`config.mk`:
```
export PLATFORM = sky130hd
export DESIGN_NAME = if_fetch
export DESIGN_NICKNAME = d
export VERILOG_FILES = /design/src/rtl/if_fetch_pkg.sv /design/src/rtl/fetch_skid.sv /design/src/rtl/if_fetch.sv
export SDC_FILE = /design/constraint.sdc
export NUM_CORES = 1
export LEC_CHECK = 0
export CORE_ASPECT_RATIO = 0.7
export CORE_UTILIZATION = 30
export CTS_BUF_LIST = sky130_fd_sc_hd__clkbuf_16
export DETAILED_ROUTE_END_ITERATION = 8
export SLEW_MARGIN = 10
export SYNTH_ARGS = -nofsm -noshare
export SYNTH_HDL_FRONTEND = slang
export SYNTH_HIERARCHICAL = 1
export SYNTH_SLANG_ARGS = --single-unit
```
`constraint.sdc`:
```
create_clock -name clk -period 7.1 [get_ports clk]
set_clock_uncertainty 0.1 [all_clocks]
set_input_delay 1.42 -clock clk [delete_from_list [all_inputs] [get_ports clk]]
set_output_delay 1.42 -clock clk [all_outputs]
set_load 0.005 [all_outputs]
```
`src/rtl/if_fetch_pkg.sv`:
```
// Shared constants, state encoding and helpers for the instruction-fetch stage.
package if_fetch_pkg;

  localparam logic [31:0] INST_NOP       = 32'h0000_0013;
  localparam logic [31:0] RESET_ADDR_DEF = 32'h0000_0000;

  typedef enum logic [1:0] {
    ST_BOOT  = 2'd0,
    ST_REQ   = 2'd1,
    ST_WAIT  = 2'd2,
    ST_FLUSH = 2'd3
  } fetch_state_e;

  function automatic logic [31:0] word_align(input logic [31:0] a);
    return {a[31:2], 2'b00};
  endfunction

endpackage

```
`src/rtl/fetch_skid.sv`:
```
// One-entry skid buffer holding a fetched {addr, data} pair while IF/ID holds.
module fetch_skid (
  input  logic        clk,
  input  logic        rst,
  input  logic        push_i,
  input  logic        pop_i,
  input  logic        clear_i,
  input  logic [31:0] addr_i,
  input  logic [31:0] data_i,
  output logic        valid_o,
  output logic [31:0] addr_o,
  output logic [31:0] data_o
);

  logic        valid_q;
  logic [31:0] addr_q;
  logic [31:0] data_q;

  // Clear wins over push so a redirect never leaves a stale entry behind.
  always_ff @(posedge clk or posedge rst) begin
    if (rst)          valid_q <= 1'b0;
    else if (clear_i) valid_q <= 1'b0;
    else if (push_i)  valid_q <= 1'b1;
    else if (pop_i)   valid_q <= 1'b0;
  end

  always_ff @(posedge clk) begin
    if (push_i && !clear_i) begin
      addr_q <= addr_i;
      data_q <= data_i;
    end
  end

  assign valid_o = valid_q;
  assign addr_o  = addr_q;
  assign data_o  = data_q;

endmodule

```
`src/rtl/if_fetch.sv`:
```
// Instruction-fetch stage: PC generation, single-outstanding ibus fetch,
// output register plus one skid entry, and redirect with stale-response discard.
module if_fetch
  import if_fetch_pkg::*;
#(
  parameter logic [31:0] RESET_ADDR = RESET_ADDR_DEF,
  parameter logic [31:0] NOP_INST   = INST_NOP
) (
  input  logic        clk,
  input  logic        rst,
  input  logic        hold_flag_i,
  input  logic        jump_flag_i,
  input  logic [31:0] jump_addr_i,
  output logic        ibus_req_o,
  output logic [31:0] ibus_addr_o,
  input  logic        ibus_gnt_i,
  input  logic        ibus_rvalid_i,
  input  logic [31:0] ibus_rdata_i,
  output logic [31:0] inst_addr_o,
  output logic [31:0] inst_o,
  output logic        inst_valid_o
);

  fetch_state_e state_q, state_d;
  logic [31:0]  pc_q, pc_d;
  logic [31:0]  txn_addr_q;
  logic         out_v_q, out_v_d;
  logic [31:0]  out_addr_q, out_addr_d;
  logic [31:0]  out_data_q, out_data_d;
  logic         skid_v;
  logic [31:0]  skid_addr, skid_data;
  logic         consume, resp_live, skid_push, skid_pop, issue_ok, req, issue;

  assign consume   = out_v_q && !hold_flag_i;
  assign resp_live = (state_q == ST_WAIT) && ibus_rvalid_i;
  assign skid_pop  = consume && skid_v;
  assign skid_push = resp_live && out_v_q && !consume && !jump_flag_i;
  // Only issue when the skid will be empty next cycle, so a response always has a slot.
  assign issue_ok  = jump_flag_i || !((skid_v && !skid_pop) || skid_push);
  assign req       = (state_q == ST_REQ) && issue_ok;
  assign issue     = req && ibus_gnt_i;

  fetch_skid u_skid (
    .clk     (clk),
    .rst     (rst),
    .push_i  (skid_push),
    .pop_i   (skid_pop),
    .clear_i (jump_flag_i),
    .addr_i  (txn_addr_q),
    .data_i  (ibus_rdata_i),
    .valid_o (skid_v),
    .addr_o  (skid_addr),
    .data_o  (skid_data)
  );

  always_comb begin
    state_d = state_q;
    pc_d    = pc_q;
    unique case (state_q)
      ST_BOOT:  state_d = ST_REQ;
      ST_REQ:   if (issue) begin
                  state_d = ST_WAIT;
                  pc_d    = pc_q + 32'd4;
                end
      ST_WAIT:  if (ibus_rvalid_i) state_d = ST_REQ;
      ST_FLUSH: if (ibus_rvalid_i) state_d = ST_REQ;
      default:  state_d = ST_BOOT;
    endcase
    // A granted or still-pending fetch must be drained in FLUSH before refetching.
    if (jump_flag_i) begin
      pc_d = word_align(jump_addr_i);
      case (state_q)
        ST_REQ:            state_d = issue ? ST_FLUSH : ST_REQ;
        ST_WAIT, ST_FLUSH: state_d = ibus_rvalid_i ? ST_REQ : ST_FLUSH;
        default:           state_d = ST_REQ;
      endcase
    end
  end

  always_comb begin
    out_v_d    = out_v_q;
    out_addr_d = out_addr_q;
    out_data_d = out_data_q;
    if (jump_flag_i) begin
      out_v_d = 1'b0;
    end else if (consume && skid_v) begin
      out_v_d    = 1'b1;
      out_addr_d = skid_addr;
      out_data_d = skid_data;
    end else if ((consume || !out_v_q) && resp_live) begin
      out_v_d    = 1'b1;
      out_addr_d = txn_addr_q;
      out_data_d = ibus_rdata_i;
    end else if (consume) begin
      out_v_d = 1'b0;
    end
  end

  always_ff @(posedge clk or posedge rst) begin
    if (rst) begin
      state_q <= ST_BOOT;
      pc_q    <= RESET_ADDR;
      out_v_q <= 1'b0;
    end else begin
      state_q <= state_d;
      pc_q    <= pc_d;
      out_v_q <= out_v_d;
    end
  end

  always_ff @(posedge clk) begin
    out_addr_q <= out_addr_d;
    out_data_q <= out_data_d;
    if (issue) txn_addr_q <= pc_q;
  end

  assign ibus_req_o   = req;
  assign ibus_addr_o  = word_align(pc_q);
  assign inst_valid_o = out_v_q;
  assign inst_o       = out_v_q ? out_data_q : NOP_INST;
  assign inst_addr_o  = out_v_q ? out_addr_q : 32'h0;

endmodule

```
Word-level counts from Yosys, hierarchy flattened
Cells that the tools add are included.
- mux-type cells: 23
- add/subtract/negate cells: 1
- bitwise logic cells: 1
- reduce and logical (&&, ||, !) cells: 30
- eq/ne operators: 5
- operators by type and width (cell ; number):
    32-bit two-way mux ; 9
    32-bit by 3-bit adder with 32-bit output, second input constant ; 1
    1-bit logical AND ; 11
    2-bit two-way mux ; 5
    1-bit two-way mux ; 7
    1-bit logical NOT ; 6
    2-bit case mux with 3 select lines ; 1
    2-bit AND reduction ; 3
    2-bit nonzero test ; 3
    2-bit == test, second input constant ; 2
    2-bit case mux with 2 select lines ; 1
    4-bit nonzero test ; 1
    1-bit logical OR ; 3
    3-bit by 1-bit inequality test with 1-bit output, second input constant ; 1
    3-bit inequality test, second input constant ; 1
    3-bit nonzero test ; 1
    2-bit by 1-bit == test with 1-bit output, second input constant ; 1
    2-bit logical NOT ; 1
    2-bit OR reduction ; 1
    1-bit NOT ; 1
- output and inout bits: 98
- register bits: 196

Longest topological paths before layout
- depth after elaboration: 13
- gate-level depth with buffers: 8
- mapped depth without buffers: 6

Modules after synthesis
The synthesis kept the hierarchy.
- modules (own cells, without submodules) (module ; times used ; area each (um^2) ; cells an instance):
    if_fetch ; 1 ; 6029.5 ; 589
    fetch_skid ; 1 ; 1973.1 ; 70

Least setup slack after synthesis
No wires, ideal clock.
- path kind: input to register
- start point: in jump_flag_i
- end point: reg out_addr_q[0], enable pin
- slack: -0.116 ns
- stages: 3
- setup time: 0.589 ns
- arrival: 6.527 ns
- path through: clkbuf_1 > clkbuf_1 > a221oi_1
- word-level cells in the longest chain between the ends: 2
- RTL lines (item ; line ; text):
    start: declaration ; if_fetch.sv:12 ; input logic jump_flag_i,
    1-bit NOT (no source line) ; n/a ;
    2-bit AND reduction (no source line) ; n/a ;
    end signal: assignment ; if_fetch.sv:112 ; out_addr_q <= out_addr_d;
    end: declaration ; if_fetch.sv:28 ; logic [31:0] out_addr_q, out_addr_d;
Every way passes these cells.
A chain may end at the register's enable or synchronous reset.

Worst setup path after layout
- start point: in jump_flag_i
- end point: out ibus_req_o
- word-level cells in the longest chain between the ends: 6
- RTL lines (item ; line ; text):
    1-bit logical NOT ; if_fetch.sv:37 ; assign skid_push = resp_live && out_v_q && !consume && !jump_flag_i;
    1-bit logical AND ; if_fetch.sv:37 ;
    1-bit logical OR ; if_fetch.sv:39 ; assign issue_ok = jump_flag_i || !((skid_v && !skid_pop) || skid_push);
    1-bit logical NOT ; if_fetch.sv:39 ;
    1-bit logical OR * ; if_fetch.sv:39 ;
    1-bit logical AND * ; if_fetch.sv:40 ; assign req = (state_q == ST_REQ) && issue_ok;
    end: declaration ; if_fetch.sv:14 ; output logic ibus_req_o,
Every way passes the cells marked *; elsewhere a longest branch is shown, timed or not.

==> run_results.csv <==
group,metric,value,unit
outcome,outcome,"complete, no violations",
yosys,yosys_warnings,6,
clock_tree,post_cts_buffers,0,
critical_path,cp.arrival,3040,ps
layout,syn_to_final_growth,32.7,%
critical_path,critPathKind,"input port to output port",
critical_path,crit_path_start_kind,"input port",
route,drc_errors,0,
power,vdd_drop_max,0.156,mV
yosys,synth_edf_count,158,
layout,nets,891,
floorplan,initial_core_util,30.9,%
grt,overflow,0,
clock_tree,clock_path_buffers,2,
route,num_vias,5251,
clock_tree,clock_sinks,192,
floorplan,die_w,197,um
power,static-leakage-power,3.91,nW
critical_path,critPathBufInv,3,
timing,fin_crit_sh,64.2,%
clock_tree,ctsHoldBuffers,0,
critical_path,crit_family,"buffers and inverters",
floorplan,dieHeight,139,um
timing,maxSlewHeadroom,35.9,%
route,drt-total-wl,19700,um
power,switchingPower,554,uW
yosys,netlist.area_leader.share,59.3,%
critical_path,cp-end-kind,"output port",
yosys,yosysSeqAreaShare,69.9,%
floorplan,design.die.area,27300,um^2
power,seqPwrFrac,53.9,%
floorplan,fp-row-count,49,
clock_tree,ctsResizeCount,0,
power,switching_share,22.6,%
yosys,ys.flop_type,"edfxtp_1",
yosys,yosysMostFrequentCell,"nand2_1",
timing,worst_pin_slew,953,ps
timing,rsz0062_at_grt,"no",
power,internal_power,1.90,mW
power,p_comb_share,8.0,%
route,drt_iter0_markers,276,
placed_design,io_buffers,163,
grt,grt_max_degree,70,
clock_tree,cts_tree,"done",
timing,fin_tns_setup,0,ps
route,viasPerCell,4.41,
yosys,ys_types,41,
yosys,avgSynthCellArea,12.1,um^2
layout,num_antenna_cells,0,
flow_run,max-cap-violations,0,
timing,drv_slew,0,
timing,setup_violations,0,
power,p_per_area,231,nW/um^2
yosys,async_flop_share,17.7,%
yosys,yosysTopAreaCell,"edfxtp_1",
grt,grt_pass1_vias,5331,
grt,track_usage,14.9,%
power,pwr-share-clk,38.1,%
floorplan,io_pins,168,
yosys,synthTopCellsByArea,"edfxtp_1, dfrtp_1, nand2_1",
layout,drive_gt1_share,6.36,%
clock_tree,cts_made_buffers,17,
critical_path,cp_slowest_cell,"clkdlybuf4s50_1",
clock_tree,cts.htree.levels,4,
route,ant_nets,0,
floorplan,core_area,25900,um^2
grt,grt_pass1_wl,30700,um
route,wl_per_cell,16.6,um
placed_design,gp_congestion,0.765,
yosys,syn_area,8000,um^2
critical_path,cp.required,5580,ps
clock_tree,clock_latency,430,ps
min_path,hold_path_class,"flop to flop",
clock_tree,cts-root-buf,"clkbuf_16",
yosys,synthCells,659,
critical_path,slowest_delay,550,ps
grt,antenna_found_initial,0,
critical_path,worst-path-max-fanout,67,
critical_path,worstPathCellList,"buf_2 -> buf_4 -> nor2b_1 -> a21oi_1 -> clkdlybuf4s50_1",
yosys,ys_seq_elements,192,
placed_design,dpl.hpwl,12700,um
route,drt_first_pass_iters,5,
timing,fin_crit,4560,ps
timing,hold_viol,0,
yosys,synthTopCellsByCount,"nand2_1, edfxtp_1, and2_1, dfrtp_1, clkbuf_1",
timing,hold_slack,350,ps
timing,timing.fmax,219,MHz
clock_tree,path_clk_slew,70,ps
power by group through the flow:
| stage | clock (mW) | sequential, mW | combinational [mW] |
|---|---|---|---|
| floorplan | 0 | 1.33 | 0.0841 |
| global placement | 0 | 1.34 | 0.198 |
| detailed placement | 0 | 1.35 | 0.200 |
| CTS | 0.964 | 1.32 | 0.201 |
| global route | 1.00 | 1.33 | 0.219 |
| finish | 0.935 | 1.32 | 0.197 |
cell type report:
type / count / area (um^2)
sequential: 192 / 5600
clock inverter: 13 / 95.1
multi-input combinational: 429 / 2270
fill: 2480 / 15300
tap: 357 / 447
timing repair buffer: 173 / 1710
clock buffer: 19 / 475
inverter: 7 / 26.3
logic make-up after synthesis:
family	synth area share [%]
flip-flops	69.9
AND/OR/NAND/NOR	21.5
buffers and inverters	2.19
multiplexers	0.391
AO/OA/AOI/OAI	2.71
adder cells (fa/ha/maj)	0.156
XOR/XNOR	3.06
other	0.0469
metrics by stage:
step / cell area, um^2 / setup WS (ps) / util, % / total power, mW / cells
2_1_floorplan: 8020 / 1760 / - / 1.41 / 662
3_3_place_gp: 10000 / 2500 / 38.7 / 1.54 / 1157
3_5_place_dp: 10000 / 2480 / 38.7 / 1.55 / 1157
4_1_cts: 10600 / 2480 / 40.9 / 2.49 / 1189
5_1_grt: 10600 / 2380 / 41.0 / 2.55 / 1190
6_report: 10600 / 2540 / 41.0 / 2.45 / 1190
cell usage in the layout, fill, tap and decap left out, types with 2 or more instances in the layout:
cell / Yosys / routed
o21ai_1: 4 / 4
xnor2_1: 17 / 17
nand2_1: 224 / 224
a21oi_1: 2 / 2
conb_1: 1 / 4
a211o_1: 2 / 2
clkbuf_16: 0 / 19
nor2_1: 7 / 6
nand4_1: 10 / 10
nor4_4: 5 / 5
nand4_2: 2 / 2
nor4_1: 6 / 6
xor2_1: 11 / 11
and4_1: 3 / 3
edfxtp_1: 158 / 158
mux2i_1: 2 / 2
nor3_1: 5 / 5
clkinv_2: 0 / 3
clkdlybuf4s50_1: 0 / 162
clkinv_1: 0 / 2
o21ai_0: 24 / 24
nand2b_1: 8 / 8
inv_1: 7 / 9
and3_1: 2 / 2
nand3_1: 13 / 13
dfrtp_1: 34 / 33
clkinvlp_4: 0 / 3
buf_4: 2 / 9
and2_1: 64 / 64
registers in the layout, indices dropped and copies added, names as in the netlist:
| signal | count |
|---|---|
| out_addr_q | 32 |
| out_data_q | 32 |
| u_skid/addr_o | 32 |
| u_skid/data_o | 32 |
| pc_q | 30 |
| txn_addr_q | 30 |
| state_q | 2 |
| inst_valid_o | 1 |
| u_skid/valid_o | 1 |
path summary, 6_finish.rpt:
check | startpoint | endpoint | slack, ps | cells past startpoint
worst max register to register | inst_valid_o | pc_q[30] | 3850 | 8
max in group asynchronous | rst | inst_valid_o | 4940 | 3
worst min register to register | txn_addr_q[10] | u_skid/addr_o[10] | 350 | 0
worst min-delay path | txn_addr_q[10] | u_skid/addr_o[10] | 350 | 0
min in group asynchronous | rst | u_skid/valid_o | 1110 | 2
worst max-delay path | jump_flag_i | ibus_req_o | 2540 | 5
metal layers:
metal  share of wire, %  up-vias  global-route usage [%]  wire, um
met1                 50     2531                    21.7      9810
met4               0.92        0                    4.04       182
li1                   -     2567                       -         -
met2                 44      137                    21.8      8700
met5                  0        -                       0         0
met3                5.2       16                    3.89      1020
Power figures use the tool's default switching activity.
